[src/rtl/pipeline_delay_hs_if.sv]
// Handshake bundle for pipeline_delay_hs: upstream (in_*) and downstream (out_*) valid/ready channels.
// master = the side driving input words and consuming output words; slave = the pipeline itself.
interface pipeline_delay_hs_if #(
  parameter int WIDTH = 8,
  parameter int LANES = 1
);
  logic                   in_valid;
  logic                   in_ready;
  logic [LANES*WIDTH-1:0] in_data;
  logic                   out_valid;
  logic                   out_ready;
  logic [LANES*WIDTH-1:0] out_data;

  modport master (
    output in_valid, in_data, out_ready,
    input  in_ready, out_valid, out_data
  );

  modport slave (
    input  in_valid, in_data, out_ready,
    output in_ready, out_valid, out_data
  );
endinterface

[src/rtl/pipeline_delay_hs.sv]
// Multi-lane DEPTH-stage delay pipeline with valid/ready handshake, bubble collapsing and sync flush.
// Optional occupancy counter port `occ` is built when macro PIPE_OCC_EN is defined.
module pipeline_delay_hs #(
  parameter int DEPTH = 4,
  parameter int WIDTH = 8,
  parameter int LANES = 1
) (
  input  logic                       clk,
  input  logic                       rst,
  input  logic                       flush,
  pipeline_delay_hs_if.slave         bus
`ifdef PIPE_OCC_EN
  ,
  output logic [$clog2(DEPTH+1)-1:0] occ
`endif
);

  localparam int DW = LANES * WIDTH;

  logic [DEPTH-1:0] v_q;
  logic [DEPTH-1:0] v_d;
  logic [DEPTH-1:0] adv;
  logic [DW-1:0]    d_q [DEPTH];
  logic [DW-1:0]    d_d [DEPTH];
  logic             in_fire;

  // A stage may advance unless it and every stage downstream of it is full and the output is blocked.
  always_comb begin
    logic full_tail;
    adv       = '0;
    full_tail = 1'b1;
    for (int i = DEPTH - 1; i >= 0; i--) begin
      full_tail = full_tail & v_q[i];
      adv[i]    = ~full_tail | bus.out_ready;
    end
  end

  assign bus.in_ready  = adv[0] & ~flush;
  assign bus.out_valid = v_q[DEPTH-1] & ~flush;
  assign bus.out_data  = d_q[DEPTH-1];
  assign in_fire       = bus.in_valid & bus.in_ready;

  always_comb begin
    v_d = v_q;
    d_d = d_q;
    if (adv[0]) begin
      v_d[0] = in_fire;
      if (in_fire) d_d[0] = bus.in_data;
    end
    for (int i = 1; i < DEPTH; i++) begin
      if (adv[i]) begin
        v_d[i] = v_q[i-1];
        if (v_q[i-1]) d_d[i] = d_q[i-1];
      end
    end
    if (flush) v_d = '0;
  end

  always_ff @(posedge clk) begin
    if (rst) begin
      v_q <= '0;
      for (int i = 0; i < DEPTH; i++) d_q[i] <= '0;
    end else begin
      v_q <= v_d;
      d_q <= d_d;
    end
  end

`ifdef PIPE_OCC_EN
  localparam int OW = $clog2(DEPTH + 1);

  logic          out_fire;
  logic [OW-1:0] occ_q;
  logic [OW-1:0] occ_d;

  assign out_fire = bus.out_valid & bus.out_ready;

  always_comb begin
    occ_d = occ_q + OW'(in_fire) - OW'(out_fire);
    if (flush) occ_d = '0;
  end

  always_ff @(posedge clk) begin
    if (rst) occ_q <= '0;
    else     occ_q <= occ_d;
  end

  assign occ = occ_q;
`endif

endmodule

[src/flat_wrapper.sv]
// flat-port wrapper written by rule: the top's interface ports become plain ports
module pipeline_delay_hs_flat 
#(
  parameter int DEPTH = 4,
  parameter int WIDTH = 8,
  parameter int LANES = 1
)
  (clk, rst, flush, bus_in_valid, bus_in_data, bus_out_ready, bus_in_ready, bus_out_valid, bus_out_data);
  pipeline_delay_hs_if #(.WIDTH(WIDTH), .LANES(LANES)) bus_i ();
  input  logic clk;
  input  logic rst;
  input  logic flush;
  input wire logic [$bits(bus_i.in_valid)-1:0] bus_in_valid;
  input wire logic [$bits(bus_i.in_data)-1:0] bus_in_data;
  input wire logic [$bits(bus_i.out_ready)-1:0] bus_out_ready;
  output wire logic [$bits(bus_i.in_ready)-1:0] bus_in_ready;
  output wire logic [$bits(bus_i.out_valid)-1:0] bus_out_valid;
  output wire logic [$bits(bus_i.out_data)-1:0] bus_out_data;
  assign bus_i.in_valid = bus_in_valid;
  assign bus_i.in_data = bus_in_data;
  assign bus_i.out_ready = bus_out_ready;
  assign bus_in_ready = bus_i.in_ready;
  assign bus_out_valid = bus_i.out_valid;
  assign bus_out_data = bus_i.out_data;
  pipeline_delay_hs #(.DEPTH(DEPTH), .WIDTH(WIDTH), .LANES(LANES)) u_core (.clk(clk), .rst(rst), .flush(flush), .bus(bus_i));
endmodule
[config.mk]
export PLATFORM = sky130hd
export DESIGN_NAME = pipeline_delay_hs_flat
export DESIGN_NICKNAME = d
export VERILOG_FILES = /design/src/rtl/pipeline_delay_hs_if.sv /design/src/rtl/pipeline_delay_hs.sv /design/src/flat_wrapper.sv
export SDC_FILE = /design/constraint.sdc
export NUM_CORES = 1
export LEC_CHECK = 0
export ABC_AREA = 1
export CAP_MARGIN = 20
export CORE_MARGIN = 2
export CORE_UTILIZATION = 30
export CTS_BUF_LIST = sky130_fd_sc_hd__clkbuf_2 sky130_fd_sc_hd__clkbuf_4 sky130_fd_sc_hd__clkbuf_8
export CTS_CLUSTER_SIZE = 40
export DETAILED_ROUTE_END_ITERATION = 16
export PLACE_DENSITY_LB_ADDON = 0.15
export SLEW_MARGIN = 20
export SYNTH_ARGS = -nofsm -noshare
export SYNTH_HDL_FRONTEND = slang
export SYNTH_SLANG_ARGS = --single-unit
[constraint.sdc]
create_clock -name clk -period 1.3 [get_ports clk]
set_input_delay 0.26 -clock clk [delete_from_list [all_inputs] [get_ports clk]]
set_output_delay 0.26 -clock clk [all_outputs]
set_load 0.005 [all_outputs]
=== After elaboration in Yosys (flattened, before gate mapping) ===
Cells that the tools add are included.

* Logic and storage cells: 28
* Register bits after elaboration: 36
* Output and inout bits: 10
* Input bits: 13

* Bitwise gates (word level): 15
* Reduce and logical (&&, ||, !) cells: 5

{| class="wikitable"
|+ Operators by type and width
! operator !! count
|-
| 2-bit AND reduction || 4
|-
| 1-bit bitwise AND || 6
|-
| 1-bit inverter || 5
|-
| 1-bit bitwise OR || 4
|-
| 2-bit OR reduction || 1
|}

=== Depth between registers and ports, before layout ===
* Depth after elaboration: 8
* Mapped depth: 7

=== Worst setup path before layout ===
Ideal clock, no wire load.

* Path type: register to register
* Start point: register u_core.v_q[3]
* End point: register u_core.d_q[28] (netlist bit)
* Setup slack: 0.223 ns
* Clock period less this slack: 1.077 ns
* Buffers on the path: 0
* Library setup time: 0.110 ns
* Data arrival time: 0.967 ns
* Stages on the path, launching flop included: 8
* Path through: dfxtp_1 > nand2_1 > nor2_4 > nand3_4 > nand3_4 > nand2_1 > inv_1 > nor2_1

* Word-level cells in the longest chain between the ends: 8

{| class="wikitable"
|+ Ends and longest elaborated chain
! element !! RTL line !! text
|-
| start: declaration || pipeline_delay_hs.sv:20 || <nowiki>logic [DEPTH-1:0] v_q;</nowiki>
|-
| start signal: assignment || pipeline_delay_hs.sv:64 || <nowiki>v_q <= v_d;</nowiki>
|-
| 1-bit bitwise AND (*) (3 in a row) || pipeline_delay_hs.sv:33 || <nowiki>full_tail = full_tail & v_q[i];</nowiki>
|-
| 1-bit inverter (*) || pipeline_delay_hs.sv:34 || <nowiki>adv[i] = ~full_tail | bus.out_ready;</nowiki>
|-
| 1-bit bitwise OR (*) || pipeline_delay_hs.sv:34 ||
|-
| 1-bit bitwise AND || pipeline_delay_hs.sv:38 || <nowiki>assign bus.in_ready = adv[0] & ~flush;</nowiki>
|-
| 1-bit bitwise AND || pipeline_delay_hs.sv:41 || <nowiki>assign in_fire = bus.in_valid & bus.in_ready;</nowiki>
|-
| 2-bit AND reduction (no line) (*) || - ||
|-
| end signal: assignment || pipeline_delay_hs.sv:65 || <nowiki>d_q <= d_d;</nowiki>
|-
| end: declaration || pipeline_delay_hs.sv:23 || <nowiki>logic [DW-1:0] d_q [DEPTH];</nowiki>
|}

Every way passes the cells marked *; elsewhere a longest branch is shown, timed or not.
A chain may end at the register's enable or synchronous reset.

=== Final worst setup path ===
* Start point: register u_core.v_q[3]
* End point: output port bus_in_ready

* Word-level cells in the longest chain between the ends: 6

{| class="wikitable"
|+ Ends and longest elaborated chain
! element !! RTL line !! text
|-
| 1-bit bitwise AND (3 in a row) || pipeline_delay_hs.sv:33 ||
|-
| 1-bit inverter || pipeline_delay_hs.sv:34 ||
|-
| 1-bit bitwise OR || pipeline_delay_hs.sv:34 ||
|-
| 1-bit bitwise AND || pipeline_delay_hs.sv:38 ||
|-
| end: declaration || flat_wrapper.sv:16 || <nowiki>output wire logic [$bits(bus_i.in_ready)-1:0] bus_in_ready;</nowiki>
|}

Every way passes these cells.

==> impl_metrics.tcl <==
set metrics [dict create \
    viasPerCell 3.906 \
    worstMarginPinSlew_ns 0.2263 \
    area_delta_synth_final_pct 30.07 \
    hold_path.class "reg -> reg" \
    place_congestion 0.6936 \
    grt_usage 0.1015 \
    pre_cts_ws_ns -0.5144 \
    max_freq_mhz 777.9 \
    ant_nets 0 \
    placed_cells_incl_taps 291 \
    final_area_mm2 0.001927 \
    max_cap_viol_count 0 \
    synth_top_area_share 0.4865 \
    post-cts-setup-buffers 0 \
    cp_max_fo 2 \
    max_slew_margin 0.8490 \
    drtIter0Drc 34 \
    grt_first_pass_wirelength_um 4250 \
    fillers 535 \
    clk_latency_ns 0.28 \
    cts_tree "yes" \
    port_buffers 22 \
    p_total_mw 2.371 \
    drc_errors 0 \
    endpoint_kind "output port" \
    cp.required_ns 1.04 \
    slew_violations 0 \
    cts_hold_buf 0 \
    final_cell_mix "nor2_1 (59), dfxtp_1 (33), inv_1 (25)" \
    syn_area_per_cell_um2 7.334 \
    dieArea_mm2 0.005516 \
    cts_sinks 36 \
    fin_ws_ns 0.01457 \
    synth-warning-count 0 \
    power_density_mw_per_mm2 1231 \
    grt_pass1_vias 1011 \
    synth_nets 215 \
    cp_common_cell "nand2_2" \
    dieHeight_um 74.27 \
    start_kind "flip-flop" \
    rsz0062_at_grt "yes" \
    finalCritPeriodShare 0.9888 \
    grt_max_degree 33 \
    syn_area_mm2 0.001481 \
    vias 1168 \
    clockBufferDepth 2 \
    diodes 0 \
    antenna_found_initial 0 \
    cts_root_buf "clkbuf_8" \
    dieWidth_um 74.27 \
    coreArea_mm2 0.004755 \
    critPathBufInv 2 \
    nets 244 \
    synth_area_leaders "dfxtp_1 (49%), nor2_1 (15%), o21ai_0 (8.1%)" \
    critical_path.top_delay_family "flip-flops" \
    initial_core_util 0.3116 \
    stdcell_count 299 \
    ys_seq_elements 36 \
    fin_skew_ns 0.006982 \
    rows 25 \
    finalCriticalPeriod_ns 1.285 \
    dp_hpwl_um 1732 \
    place_area_mm2 0.001813 \
    synth_top_cell_by_area "dfxtp_1" \
    drive_above_1_share 0.1509 \
    wire_per_inst_um 8.120 \
    cts_buffers 5 \
    max-vdd-ir-drop_mv 0.4136 \
    crit_chain "nand2_2 -> nor2_4 -> nand2_2 -> inv_2 -> a21oi_2 -> buf_2" \
    timing_hold_violations_final 0 \
    dr.pass1.iters 4 \
    synth_cell_types 15 \
    ctsHtreeMaxLevel 2 \
    critical_path_class "reg -> out" \
    synth-seq-area-share 0.4865 \
    io_pins 23 \
    cp.arrival_ns 1.03 \
    grt.overflow.total 0 \
    final_common_cell "nor2_1" \
    outcome "finished clean" \
    power_leakage_nw 0.9035 \
    synth_cells 202 \
    setup_violations 0 \
    max_stage_delay_ns 0.34 \
    cp_slowest_cell "dfxtp_2" \
    totalWireLength_um 2428 \
    cts.clk_slew.worst_paths_ns 0.07 \
]
[metal layers]
layer  vias to the layer above  track usage  wire length, um
li1                        665            -                -
met1                       474       0.1160             1205
met2                        22       0.1637             1044
met3                         7      0.04472              123
met4                         0      0.04762               55
met5                         -            0                0
[metrics by stage]
step	hold WS [ns]	util	setup TNS, ns
6_report	0.4687	0.4053	0
5_1_grt	0.5010	0.4053	-0.06927
4_1_cts	0.4548	0.4055	-0.03448
3_5_place_dp	0.4728	0.3813	-7.768
3_3_place_gp	0.4623	0.3813	-7.599
2_1_floorplan	0.4453	-	0
[worst reg2reg max path, stage by stage, from the launching register on]
cell and delay (ns):
dfxtp_2 0.34, nand2_2 0.06, nor2_4 0.09, buf_4 0.15
nand3_4 0.13, nand3_4 0.14, nand2_1 0.07, inv_1 0.05
nor2_1 0.03
[flip-flops by register name, summed over array words and instances (netlist names)]
name and flops:
u_core.bus.out_data 8, u_core.d_q 24, u_core.v_q 4
[Yosys cell counts]
library cell and n:
nor2_1 59, dfxtp_1 36, inv_1 26, o21ai_0 24, nand2_1 20, buf_4 8
nand4_1 8, clkinv_1 6, a21oi_1 4, clkbuf_1 4, nand3_4 2, nor2_4 2
inv_2 1, nand2_2 1, nand2_4 1
[report_power, final]
group,leakage [nW],switching (mW),internal (mW)
logic,0.545,0.0856,0.0850
clock network,0.0645,0.377,0.676
registers,0.294,0.0136,1.13
[path summary, 6_finish.rpt]
check                           depth (start not counted)                                   to  slack, ns                           startpoint
worst min register to register                          2  u_core.bus.out_data[3]$_SDFFE_PP0P_       0.47  u_core.bus.out_data[3]$_SDFFE_PP0P_
worst min-delay path                                    2  u_core.bus.out_data[3]$_SDFFE_PP0P_       0.47  u_core.bus.out_data[3]$_SDFFE_PP0P_
worst max-delay path                                    6                         bus_in_ready       0.01           u_core.v_q[3]$_SDFFE_PP0N_
worst max register to register                          8          u_core.d_q[28]$_SDFFE_PP0P_       0.15           u_core.v_q[3]$_SDFFE_PP0N_
[logic make-up after synthesis]
kind of cell | synth area share
flops | 0.4865
compound gates | 0.09460
buf+inv | 0.1343
simple gates | 0.2846
[final cells by class]
cell class	count	area, um2	area share
sequential	36	724.4	0.3760
multi-input combinational	121	568.0	0.2948
timing repair buffer	34	300.3	0.1558
inverter	33	123.9	0.06429
clock buffer	7	96.34	0.05000
tap	67	83.83	0.04351
clock inverter	1	30.03	0.01558
[timing repair]
item,CTS,global route
gates resized for setup,20,3
setup endpoints to repair,10,3
pin swaps,2,1
Power figures use the tool's default switching activity.
